$ cat src/rtl/sysid_check_master.sv
// Avalon-MM read initiator: fetches system-ID word (addr 0) and build timestamp (addr 1)
// and compares them with expected values. Define SYSID_CHECK_RETRY_EN for per-read retries.
module sysid_check_master #(
  parameter logic [31:0]  EXPECTED_ID    = 32'd0,
  parameter logic [31:0]  EXPECTED_TS    = 32'd1403181268,
  parameter int unsigned  ADDR_W         = 1,
  parameter int unsigned  TIMEOUT_CYCLES = 255,
  parameter int unsigned  MAX_RETRIES    = 2
) (
  input  logic              clock,
  input  logic              reset,
  input  logic              start,
  output logic [ADDR_W-1:0] avm_address,
  output logic              avm_read,
  input  logic              avm_waitrequest,
  input  logic [31:0]       avm_readdata,
  input  logic              avm_readdatavalid,
  output logic [31:0]       id_value,
  output logic [31:0]       ts_value,
  output logic              busy,
  output logic              done,
  output logic              id_ok,
  output logic              ts_ok,
  output logic              timeout
`ifdef SYSID_CHECK_RETRY_EN
  ,
  output logic [1:0]        retry_count
`endif
);

  localparam int unsigned CNT_W = 16;
  localparam int unsigned RC_W  = 2;

  if (TIMEOUT_CYCLES < 2 || TIMEOUT_CYCLES > 65535 || MAX_RETRIES > 3) begin : g_bad_params
    $error("sysid_check_master: parameter out of legal range");
  end

  typedef enum logic [2:0] {
    S_IDLE, S_ID_REQ, S_ID_WAIT, S_TS_REQ, S_TS_WAIT, S_DONE
  } state_t;

  state_t             state_q, state_d;
  logic               pend_q, pend_d;
  logic [CNT_W-1:0]   cnt_q, cnt_d;
  logic [ADDR_W-1:0]  addr_q, addr_d;
  logic               read_q, read_d;
  logic [31:0]        id_q, id_d, ts_q, ts_d;
  logic               busy_q, busy_d, done_q, done_d;
  logic               id_ok_q, id_ok_d, ts_ok_q, ts_ok_d, to_q, to_d;
  logic               expire, is_id, cnt_hit;
`ifdef SYSID_CHECK_RETRY_EN
  logic [RC_W-1:0]    rtry_q, rtry_d, rcnt_q, rcnt_d;
`endif

  always_ff @(posedge clock) begin
    if (reset) begin
      state_q <= S_IDLE;
      pend_q  <= 1'b0;
      cnt_q   <= '0;
      addr_q  <= '0;
      read_q  <= 1'b0;
      id_q    <= '0;
      ts_q    <= '0;
      busy_q  <= 1'b0;
      done_q  <= 1'b0;
      id_ok_q <= 1'b0;
      ts_ok_q <= 1'b0;
      to_q    <= 1'b0;
`ifdef SYSID_CHECK_RETRY_EN
      rtry_q  <= '0;
      rcnt_q  <= '0;
`endif
    end else begin
      state_q <= state_d;
      pend_q  <= pend_d;
      cnt_q   <= cnt_d;
      addr_q  <= addr_d;
      read_q  <= read_d;
      id_q    <= id_d;
      ts_q    <= ts_d;
      busy_q  <= busy_d;
      done_q  <= done_d;
      id_ok_q <= id_ok_d;
      ts_ok_q <= ts_ok_d;
      to_q    <= to_d;
`ifdef SYSID_CHECK_RETRY_EN
      rtry_q  <= rtry_d;
      rcnt_q  <= rcnt_d;
`endif
    end
  end

  always_comb begin
    state_d = state_q;
    pend_d  = pend_q;
    cnt_d   = cnt_q;
    addr_d  = addr_q;
    read_d  = read_q;
    id_d    = id_q;
    ts_d    = ts_q;
    busy_d  = busy_q;
    done_d  = done_q;
    id_ok_d = id_ok_q;
    ts_ok_d = ts_ok_q;
    to_d    = to_q;
`ifdef SYSID_CHECK_RETRY_EN
    rtry_d  = rtry_q;
    rcnt_d  = rcnt_q;
`endif
    expire  = 1'b0;
    is_id   = (state_q == S_ID_REQ) || (state_q == S_ID_WAIT);
    cnt_hit = (cnt_q == CNT_W'(TIMEOUT_CYCLES));

    case (state_q)
      // Start is taken in two steps: clear results first, launch the ID read next cycle.
      S_IDLE, S_DONE: begin
        if (pend_q) begin
          state_d = S_ID_REQ;
          pend_d  = 1'b0;
          busy_d  = 1'b1;
          read_d  = 1'b1;
          addr_d  = '0;
          cnt_d   = '0;
`ifdef SYSID_CHECK_RETRY_EN
          rtry_d  = '0;
`endif
        end else if (start) begin
          pend_d  = 1'b1;
          done_d  = 1'b0;
          id_ok_d = 1'b0;
          ts_ok_d = 1'b0;
          to_d    = 1'b0;
`ifdef SYSID_CHECK_RETRY_EN
          rcnt_d  = '0;
`endif
        end
      end
      S_ID_REQ, S_TS_REQ: begin
        if (cnt_hit) begin
          expire = 1'b1;
        end else begin
          cnt_d = cnt_q + CNT_W'(1);
          if (!avm_waitrequest) begin
            read_d  = 1'b0;
            state_d = is_id ? S_ID_WAIT : S_TS_WAIT;
          end
        end
      end
      S_ID_WAIT: begin
        if (avm_readdatavalid) begin
          id_d    = avm_readdata;
          state_d = S_TS_REQ;
          read_d  = 1'b1;
          addr_d  = ADDR_W'(1);
          cnt_d   = '0;
`ifdef SYSID_CHECK_RETRY_EN
          rtry_d  = '0;
`endif
        end else if (cnt_hit) begin
          expire = 1'b1;
        end else begin
          cnt_d = cnt_q + CNT_W'(1);
        end
      end
      S_TS_WAIT: begin
        if (avm_readdatavalid) begin
          ts_d    = avm_readdata;
          state_d = S_DONE;
          busy_d  = 1'b0;
          done_d  = 1'b1;
          id_ok_d = (id_q == EXPECTED_ID);
          ts_ok_d = (avm_readdata == EXPECTED_TS);
        end else if (cnt_hit) begin
          expire = 1'b1;
        end else begin
          cnt_d = cnt_q + CNT_W'(1);
        end
      end
      default: state_d = S_IDLE;
    endcase

    // Abandoned read: drop the request even if not yet accepted (fault path).
    if (expire) begin
`ifdef SYSID_CHECK_RETRY_EN
      if (rtry_q < RC_W'(MAX_RETRIES)) begin
        state_d = is_id ? S_ID_REQ : S_TS_REQ;
        read_d  = 1'b1;
        cnt_d   = '0;
        rtry_d  = rtry_q + RC_W'(1);
        if (rcnt_q != '1) rcnt_d = rcnt_q + RC_W'(1);
      end else
`endif
      begin
        state_d = S_DONE;
        read_d  = 1'b0;
        busy_d  = 1'b0;
        done_d  = 1'b1;
        to_d    = 1'b1;
        id_ok_d = 1'b0;
        ts_ok_d = 1'b0;
      end
    end
  end

  assign avm_address = addr_q;
  assign avm_read    = read_q;
  assign id_value    = id_q;
  assign ts_value    = ts_q;
  assign busy        = busy_q;
  assign done        = done_q;
  assign id_ok       = id_ok_q;
  assign ts_ok       = ts_ok_q;
  assign timeout     = to_q;
`ifdef SYSID_CHECK_RETRY_EN
  assign retry_count = rcnt_q;
`endif

endmodule
$ cat config.mk
export PLATFORM = sky130hd
export DESIGN_NAME = sysid_check_master
export DESIGN_NICKNAME = d
export VERILOG_FILES = /design/src/rtl/sysid_check_master.sv
export SDC_FILE = /design/constraint.sdc
export NUM_CORES = 1
export LEC_CHECK = 0
export ABC_AREA = 1
export BUFFER_PORTS_ARGS = -buffer_cell sky130_fd_sc_hd__buf_2
export CORE_MARGIN = 5
export CORE_UTILIZATION = 40
export DETAILED_ROUTE_END_ITERATION = 16
export SYNTH_ARGS = -nofsm -noshare
export SYNTH_HDL_FRONTEND = slang
export SYNTH_SLANG_ARGS = --single-unit
$ cat constraint.sdc
create_clock -name clock -period 1.7 [get_ports clock]
set_clock_uncertainty 0.05 [all_clocks]
set_input_delay 0.085 -clock clock [delete_from_list [all_inputs] [get_ports clock]]
set_output_delay 0.085 -clock clock [all_outputs]
set_load 0.005 [all_outputs]
==> run summary, run 1 <==
Critical Path Source -> state_q[0]$_SDFFE_PP0P_
Sequential share of power -> 39.0%
# clock sinks -> 91
Max-slew violation count -> 0
WL per Instance -> 14.0 um
Arrival @ worst endpoint -> 1.79 ns
ANT cells -> 0
Placed cells -> 815
H-tree levels -> 3
Die height -> 111 um
Initial Util -> 40.4%
Distinct cells, synth -> 33
Worst r2r path cells -> 11
Post CTS Setup Buffer Count -> 0
VDD IR-drop max -> 0.000622 V
Outcome -> completed
Layout cell share with drive strength beyond 1 -> 26.0%
CP Capture Type -> register
Global router's overall resource usage -> 19.6%
Most used cell, CP -> nand2_4
Length of the first detailed-routing pass in iterations -> 5
Fin. Hold Viols -> 0
Critical path's slowest cell -> dfxtp_2
Buf+Inv Stages, Crit Path -> 2
Combinational power share -> 38.9%
CP Launch Type -> register
Die Area -> 12400 um2
Fin util -> 53.5%
Number of global-route vias before repair -> 4148
Reg2Reg Launch Point -> state_q[0]$_SDFFE_PP0P_
Final period util -> 92.4%
Critical Path Max Stage Delay -> 0.36 ns
Mapped Nets -> 611
Reg-to-reg endpoint -> cnt_q[7]$_SDFFE_PP0P_
Area Overhead vs Synth -> 32.7%
Max Clk Rate -> 637 MHz
Share of total power in the clock network -> 22.1%
Yosys Warn Count -> 0
Dominant cells by area after synthesis -> dfxtp_1 (45%), nand2_1 (12%), a21oi_1 (9.2%)
Largest net degree at the start of global routing -> 41
First DRT Iteration DRCs -> 192
Cell row count -> 37
Top cell type by total area after synthesis -> dfxtp_1
Yosys top cell area share -> 44.5%
Levels on crit path -> 11
Worst setup path end -> cnt_q[7]$_SDFFE_PP0P_
Via density per instance -> 4.85
Critical Path RT -> 1.92 ns
Max cap viols -> 0
CP cell instances -> buf_4 > nand2_4 > nand2_4 > nor2_8 > nand2_4 > nand2_8 > nor2_2 > nor2_2 > buf_4 > nand2_1 > a21boi_0
Worst-skew pair later-pin latency -> 0.35 ns
Slew HR -> 61.0%
Synth Register Bits -> 91
Unrepaired setup endpoints after global routing -> false
Crit path max-delay family -> simple AND/OR/NAND/NOR gates
Initial antenna violation count -> 0
DRT antenna net count -> 0
# IOs -> 108
Setup CP Type -> reg -> reg
Synthesized instance count -> 573
Max Root-Sink Buffers -> 2
Core Region -> 10100 um2
Wirelength, routed -> 12100 um
Net Sw Frac -> 39.1%
Via count -> 4186
Fin nets -> 760
Post-DP HPWL -> 8880 um
Finish-stage setup viols -> 0
Final TNS setup -> 0 ns
Tmin final -> 1.57 ns
GRT overflow -> 0
Actual slew at the worst max-slew pin -> 0.584 ns
RD Place Congestion -> 0.946
FF-to-FF setup slack -> 0.13 ns
Hold crit path type -> in -> reg
Syn avg cell area -> 7.14 um2
Pwr dens -> 1240 nW/um2
Seq/Total Area, Yosys -> 44.5%
Sw Pwr -> 2.63 mW
CTS tree -> built
Die Wd -> 111 um
Root Buffer -> clkbuf_8
First-pass GRT wire length -> 19900 um
Clock transition at the registers of the reported paths -> 0.09 ns
Drt drc -> 0
Cts bufs inserted -> 9
Leak -> 2.44 nW
Fin cells -> 863
Cell-internal power -> 4.10 mW
Worst-path fanout max -> 10
Syn Std Cell Area -> 4090 um2
Port Buffers -> 107
metrics by stage:
stage               instance area (um2)  total power, mW  hold WS [ns]  setup WS, ns
finish                             5430             6.73        0.0663         0.130
global placement                   4860             5.16         0.307       -0.0176
global route                       5430             7.23        0.0788       0.00346
CTS                                5400             6.76        0.0512       0.00892
detailed placement                 4860             5.20         0.311       -0.0570
floorplan                          4090             4.42         0.179         0.133
layout make-up:
class	instances	area, um2
Fill cell	998	4710
Tap cell	136	170
Inverter	69	264
Timing Repair Buffer	163	1050
Multi-Input combinational cell	388	1920
Sequential cell	91	1830
Clock inverter	7	73.8
Clock buffer	9	124
logic make-up (layout without fill, tap and decap cells):
| logic type | Yosys count | in the layout | synth area share (%) |
|---|---|---|---|
| AOI/OAI and AO/OA | 120 | 120 | 15.5 |
| xor gates and xnor gates | 1 | 1 | 0.214 |
| adders and majority gates | 1 | 1 | 0.306 |
| buffers and inverters | 94 | 248 | 9.57 |
| DFF | 91 | 91 | 44.5 |
| and+or+nand+nor | 266 | 266 | 29.8 |
cells in the final DEF, fill, tap and decap left out, types with 2 or more instances in the layout:
| master | n |
|---|---|
| a21oi_1 | 75 |
| a21oi_2 | 3 |
| buf_2 | 107 |
| buf_4 | 23 |
| clkbuf_8 | 9 |
| clkinv_2 | 2 |
| dfxtp_1 | 88 |
| dfxtp_2 | 2 |
| dlygate4sd3_1 | 32 |
| inv_1 | 61 |
| inv_2 | 6 |
| inv_6 | 3 |
| nand2_1 | 134 |
| nand2_2 | 2 |
| nand2_4 | 4 |
| nand3_1 | 32 |
| nand3_2 | 2 |
| nand4_1 | 18 |
| nor2_1 | 49 |
| nor2_2 | 5 |
| nor2_4 | 5 |
| nor2_8 | 2 |
| nor3_1 | 8 |
| o21ai_0 | 29 |
| o21ai_1 | 4 |
| o21ai_2 | 5 |
| o21bai_1 | 2 |
timing repair:
item | CTS | global route
pin swaps | 0 | 1
hold buffers | 32 | 0
endpoints found under the setup margin | 8 | 34
resized for setup | 5 | 12
hold endpoints to repair | 54 | 0
how the worst min path moves through the flow:
stage,from,to,slack [ns],cells past startpoint
finish,start,pend_q$_SDFFE_PP0N_,0.07,5
global route,avm_readdatavalid,done$_SDFFE_PP0P_,0.08,3
detailed placement,avm_readdata[14],ts_value[14]$_SDFFE_PP0P_,0.31,3
floorplan,avm_readdata[25],ts_value[25]$_SDFFE_PP0P_,0.18,2
CTS,start,pend_q$_SDFFE_PP0N_,0.05,5
global placement,avm_readdata[23],ts_value[23]$_SDFFE_PP0P_,0.31,3
sequential cells by signal (all words and copies together), names as in the netlist, 3 cells and up:
| signal | flops |
|---|---|
| cnt_q | 16 |
| id_value | 32 |
| state_q | 3 |
| ts_value | 32 |
cell usage after synthesis, drive strengths merged:
library cell	number
clkbuf	13
ha	1
clkinv	1
xor2	1
nand3	34
nor3b	1
o21ai	38
o21bai	2
or2	1
inv	68
a21boi	1
a21oi	78
dfxtp	91
nand2	141
nand4	18
a31oi	1
nand3b	1
nor3	9
buf	12
nor2	61
metal layers:
layer	routed length [um]	vias to the layer above	GRT usage [%]
met5	0	-	0
met4	293	0	6.89
met3	780	26	5.46
met2	5670	121	31.9
met1	5360	1888	25.0
li1	-	2151	-
power by group through the flow:
stage                     registers (mW)  clock network, mW  logic [mW]
after detailed placement            2.65                  0        2.55
after CTS                           2.61               1.53        2.62
after global routing                2.66               1.62        2.95
after floorplan                     2.60                  0        1.81
final                               2.62               1.49        2.62
after global placement              2.65                  0        2.52
worst register-to-register path, stage by stage, from the launching register on:
cell      delay [ns]
dfxtp_2         0.36
buf_4           0.15
nand2_4         0.08
nand2_4         0.06
nor2_8          0.11
nand2_4         0.10
nand2_8         0.12
nor2_2          0.05
nor2_2          0.09
buf_4           0.16
nand2_1         0.05
a21boi_0        0.14
No activity file was read; power rests on OpenSTA's default activity.
==> run 2, diff against run 1 <==
--- a/config.mk
+++ b/config.mk
@@ -7,9 +7,11 @@
 export LEC_CHECK = 0
 export ABC_AREA = 1
 export BUFFER_PORTS_ARGS = -buffer_cell sky130_fd_sc_hd__buf_2
-export CORE_MARGIN = 5
-export CORE_UTILIZATION = 40
+export CELL_PAD_IN_SITES_DETAIL_PLACEMENT = 0
+export CELL_PAD_IN_SITES_GLOBAL_PLACEMENT = 1
+export CORE_UTILIZATION = 37
 export DETAILED_ROUTE_END_ITERATION = 16
+export PLACE_DENSITY_LB_ADDON = 0.1
 export SYNTH_ARGS = -nofsm -noshare
 export SYNTH_HDL_FRONTEND = slang
 export SYNTH_SLANG_ARGS = --single-unit
==> run 2 against run 1 <==
Effect of this change: die area shrank 7.0%; total power grew 5.6%; combinational power grew 16%; global-route usage grew 2.5 points; critical path depth is the same; register-to-register slack lost 0.06 ns; largest cell class unchanged; largest power group is now combinational logic; highest routed layer unchanged.
==> run summary, run 2 (synthesized netlist as in run 1, its figures left out) <==
Outcome -> completed (unchanged)
Final period util -> 95.8% (was 92.4%)
GR Util met1 -> 26.5% (was 25.0%)
Wirelength, routed -> 12100 um (about the same)
Max-slew violation count -> 0 (unchanged)
Fin nets -> 773 (was 760)
Hold crit path type -> in -> reg (unchanged)
Initial Util -> 37.9% (was 40.4%)
H-tree levels -> 3 (unchanged)
Unrepaired setup endpoints after global routing -> true (was false)
Via count -> 4225 (was 4186)
Net Sw Frac -> 38.8% (was 39.1%)
Setup slack after layout -> 0.0709 ns (was 0.130 ns)
First DRT Iteration DRCs -> 233 (was 192)
Finish-stage setup viols -> 0 (unchanged)
Pwr dens -> 1280 nW/um2 (was 1240 nW/um2)
Root Buffer -> clkbuf_8 (unchanged)
Worst-skew pair later-pin latency -> 0.38 ns (was 0.35 ns)
Post-DP HPWL -> 8810 um (was 8880 um)
Global router's overall resource usage -> 22.1% (was 19.6%)
Drt drc -> 0 (unchanged)
Cell-internal power -> 4.35 mW (was 4.10 mW)
Layout cell share with drive strength beyond 1 -> 27.0% (was 26.0%)
Cts bufs inserted -> 9 (unchanged)
ANT cells -> 0 (unchanged)
Fin cells -> 880 (was 863)
Number of global-route vias before repair -> 3983 (was 4148)
Max Clk Rate -> 614 MHz (was 637 MHz)
Die height -> 107 um (was 111 um)
Max cap viols -> 0 (unchanged)
Area Overhead vs Synth -> 35.8% (was 32.7%)
Worst setup path end -> cnt_q[4]$_SDFFE_PP0P_ (was cnt_q[7]$_SDFFE_PP0P_)
Largest net degree at the start of global routing -> 49 (was 41)
Via density per instance -> 4.80 (was 4.85)
FF-to-FF setup slack -> 0.07 ns (was 0.13 ns)
Most frequent cells in the layout -> nand2_1 (133), buf_2 (107), dfxtp_1 (88) (was nand2_1 (134), buf_2 (107), dfxtp_1 (88))
GR Util met2 -> 37.2% (was 31.9%)
Worst slack, placed -> 0.0115 ns (was -0.0570 ns)
WHS -> 0.0328 ns (was 0.0663 ns)
Most Crowded Layer GR -> met2 (unchanged)
Share of total power in the clock network -> 20.4% (was 22.1%)
GRT overflow -> 0 (unchanged)
Die Area -> 11500 um2 (was 12400 um2)
Combinational power share -> 42.9% (was 38.9%)
Initial antenna violation count -> 0 (unchanged)
Power after layout -> 7.10 mW (was 6.73 mW)
Fin. Hold Viols -> 0 (unchanged)
Critical Path Source -> state_q[0]$_SDFFE_PP0P_ (unchanged)
Die Wd -> 107 um (was 111 um)
Tmin final -> 1.63 ns (was 1.57 ns)
DRT antenna net count -> 0 (unchanged)
CP Capture Type -> register (unchanged)
Fin util -> 51.5% (was 53.5%)
# clock sinks -> 91 (unchanged)
Critical Path RT -> 1.96 ns (was 1.92 ns)
Placed cells -> 827 (was 815)
Actual slew at the worst max-slew pin -> 0.380 ns (was 0.584 ns)
Commonest non-fill, non-tap cell in the layout -> nand2_1 (unchanged)
Leak -> 2.53 nW (was 2.44 nW)
CTS tree -> built (unchanged)
RD Place Congestion -> 1.02 (was 0.946)
Sw Pwr -> 2.76 mW (was 2.63 mW)
Worst-path fanout max -> 5 (was 10)
Setup CP Type -> reg -> reg (unchanged)
Worst r2r path cells -> 11 (unchanged)
Sequential share of power -> 36.7% (was 39.0%)
VDD IR-drop max -> 0.000452 V (was 0.000622 V)
Met3 Usage GRT -> 5.05% (was 5.46%)
Slew HR -> 74.6% (was 61.0%)
Cell row count -> 38 (was 37)
Reg-to-reg endpoint -> cnt_q[4]$_SDFFE_PP0P_ (was cnt_q[7]$_SDFFE_PP0P_)
Arrival @ worst endpoint -> 1.89 ns (was 1.79 ns)
Length of the first detailed-routing pass in iterations -> 4 (was 5)
Reg2Reg Launch Point -> state_q[0]$_SDFFE_PP0P_ (unchanged)
Clock transition at the registers of the reported paths -> 0.10 ns (was 0.09 ns)
# IOs -> 108 (unchanged)
Core Region -> 10800 um2 (was 10100 um2)
Max Root-Sink Buffers -> 2 (unchanged)
Port Buffers -> 107 (unchanged)
First-pass GRT wire length -> 19500 um (was 19900 um)
CP Launch Type -> register (unchanged)
WL per Instance -> 13.8 um (was 14.0 um)
-- run 2: cell types whose count changed in the layout (fill, tap and decap cells not counted), moves of 2 or more --
cell	delta
inv_6	-2
buf_4	+9
nand2_2	+2
clkbuf_8	+3
-- run 2: cell type report --
cell class	count	area, um2
clock buffer	12	165
tap	140	175
timing repair buffer	175	1170
clock inverter	4	23.8
inverter	69	264
multi-input combinational	389	1930
sequential	91	1830
fill	1083	5240
-- run 2: worst min path at each step --
stage	from	to	slack, ns	cells after the start
6_report	reset	pend_q$_SDFFE_PP0N_	0.03	2
5_1_grt	reset	ts_value[0]$_SDFFE_PP0P_	0.04	2
4_1_cts	reset	avm_address$_SDFFE_PP0P_	0.01	2
3_5_place_dp	avm_readdata[13]	ts_value[13]$_SDFFE_PP0P_	0.31	3
3_3_place_gp	avm_readdata[13]	ts_value[13]$_SDFFE_PP0P_	0.31	3
2_1_floorplan	avm_readdata[25]	ts_value[25]$_SDFFE_PP0P_	0.18	2
-- run 2: worst max-delay path, cell delays in order (launching register included) --
cell and delay [ns]:
dfxtp_4 0.37, buf_6 0.14, nand2_4 0.07, nand2_4 0.07
nor2_8 0.13, nand2_4 0.10, nand2_8 0.10, nor2_4 0.04
nor2_4 0.17, clkbuf_16 0.17, nand2_2 0.05, a21oi_2 0.09
-- run 2: routing by layer --
layer	up-vias	routed length [um]
met5	-	0
li1	2177	-
met4	0	261
met2	98	6080
met1	1933	5220
met3	17	537
-- run 2: power by group through the flow --
stage | clock [mW] | sequential, mW | combinational, mW
after floorplan | 0 | 2.60 | 1.81
after global placement | 0 | 2.63 | 2.70
after detailed placement | 0 | 2.64 | 2.73
after CTS | 1.48 | 2.59 | 2.80
after global routing | 1.59 | 2.65 | 3.39
final | 1.45 | 2.61 | 3.05
-- run 2: timing repair --
action                                  in CTS  in global routing
endpoints found under the setup margin       1                 22
buffers inserted                             0                  3
gates resized for setup                      2                 16
hold buffers                                32                  0
cloned                                       0                  2
pin swaps                                    0                  7
hold endpoints to repair                    63                  0
-- run 2: per-stage QoR --
step	TNS (ns)	cell area (um2)
2_1_floorplan	0	4090
3_3_place_gp	0	4940
3_5_place_dp	0	4940
4_1_cts	0	5460
5_1_grt	-0.0146	5560
6_report	0	5560
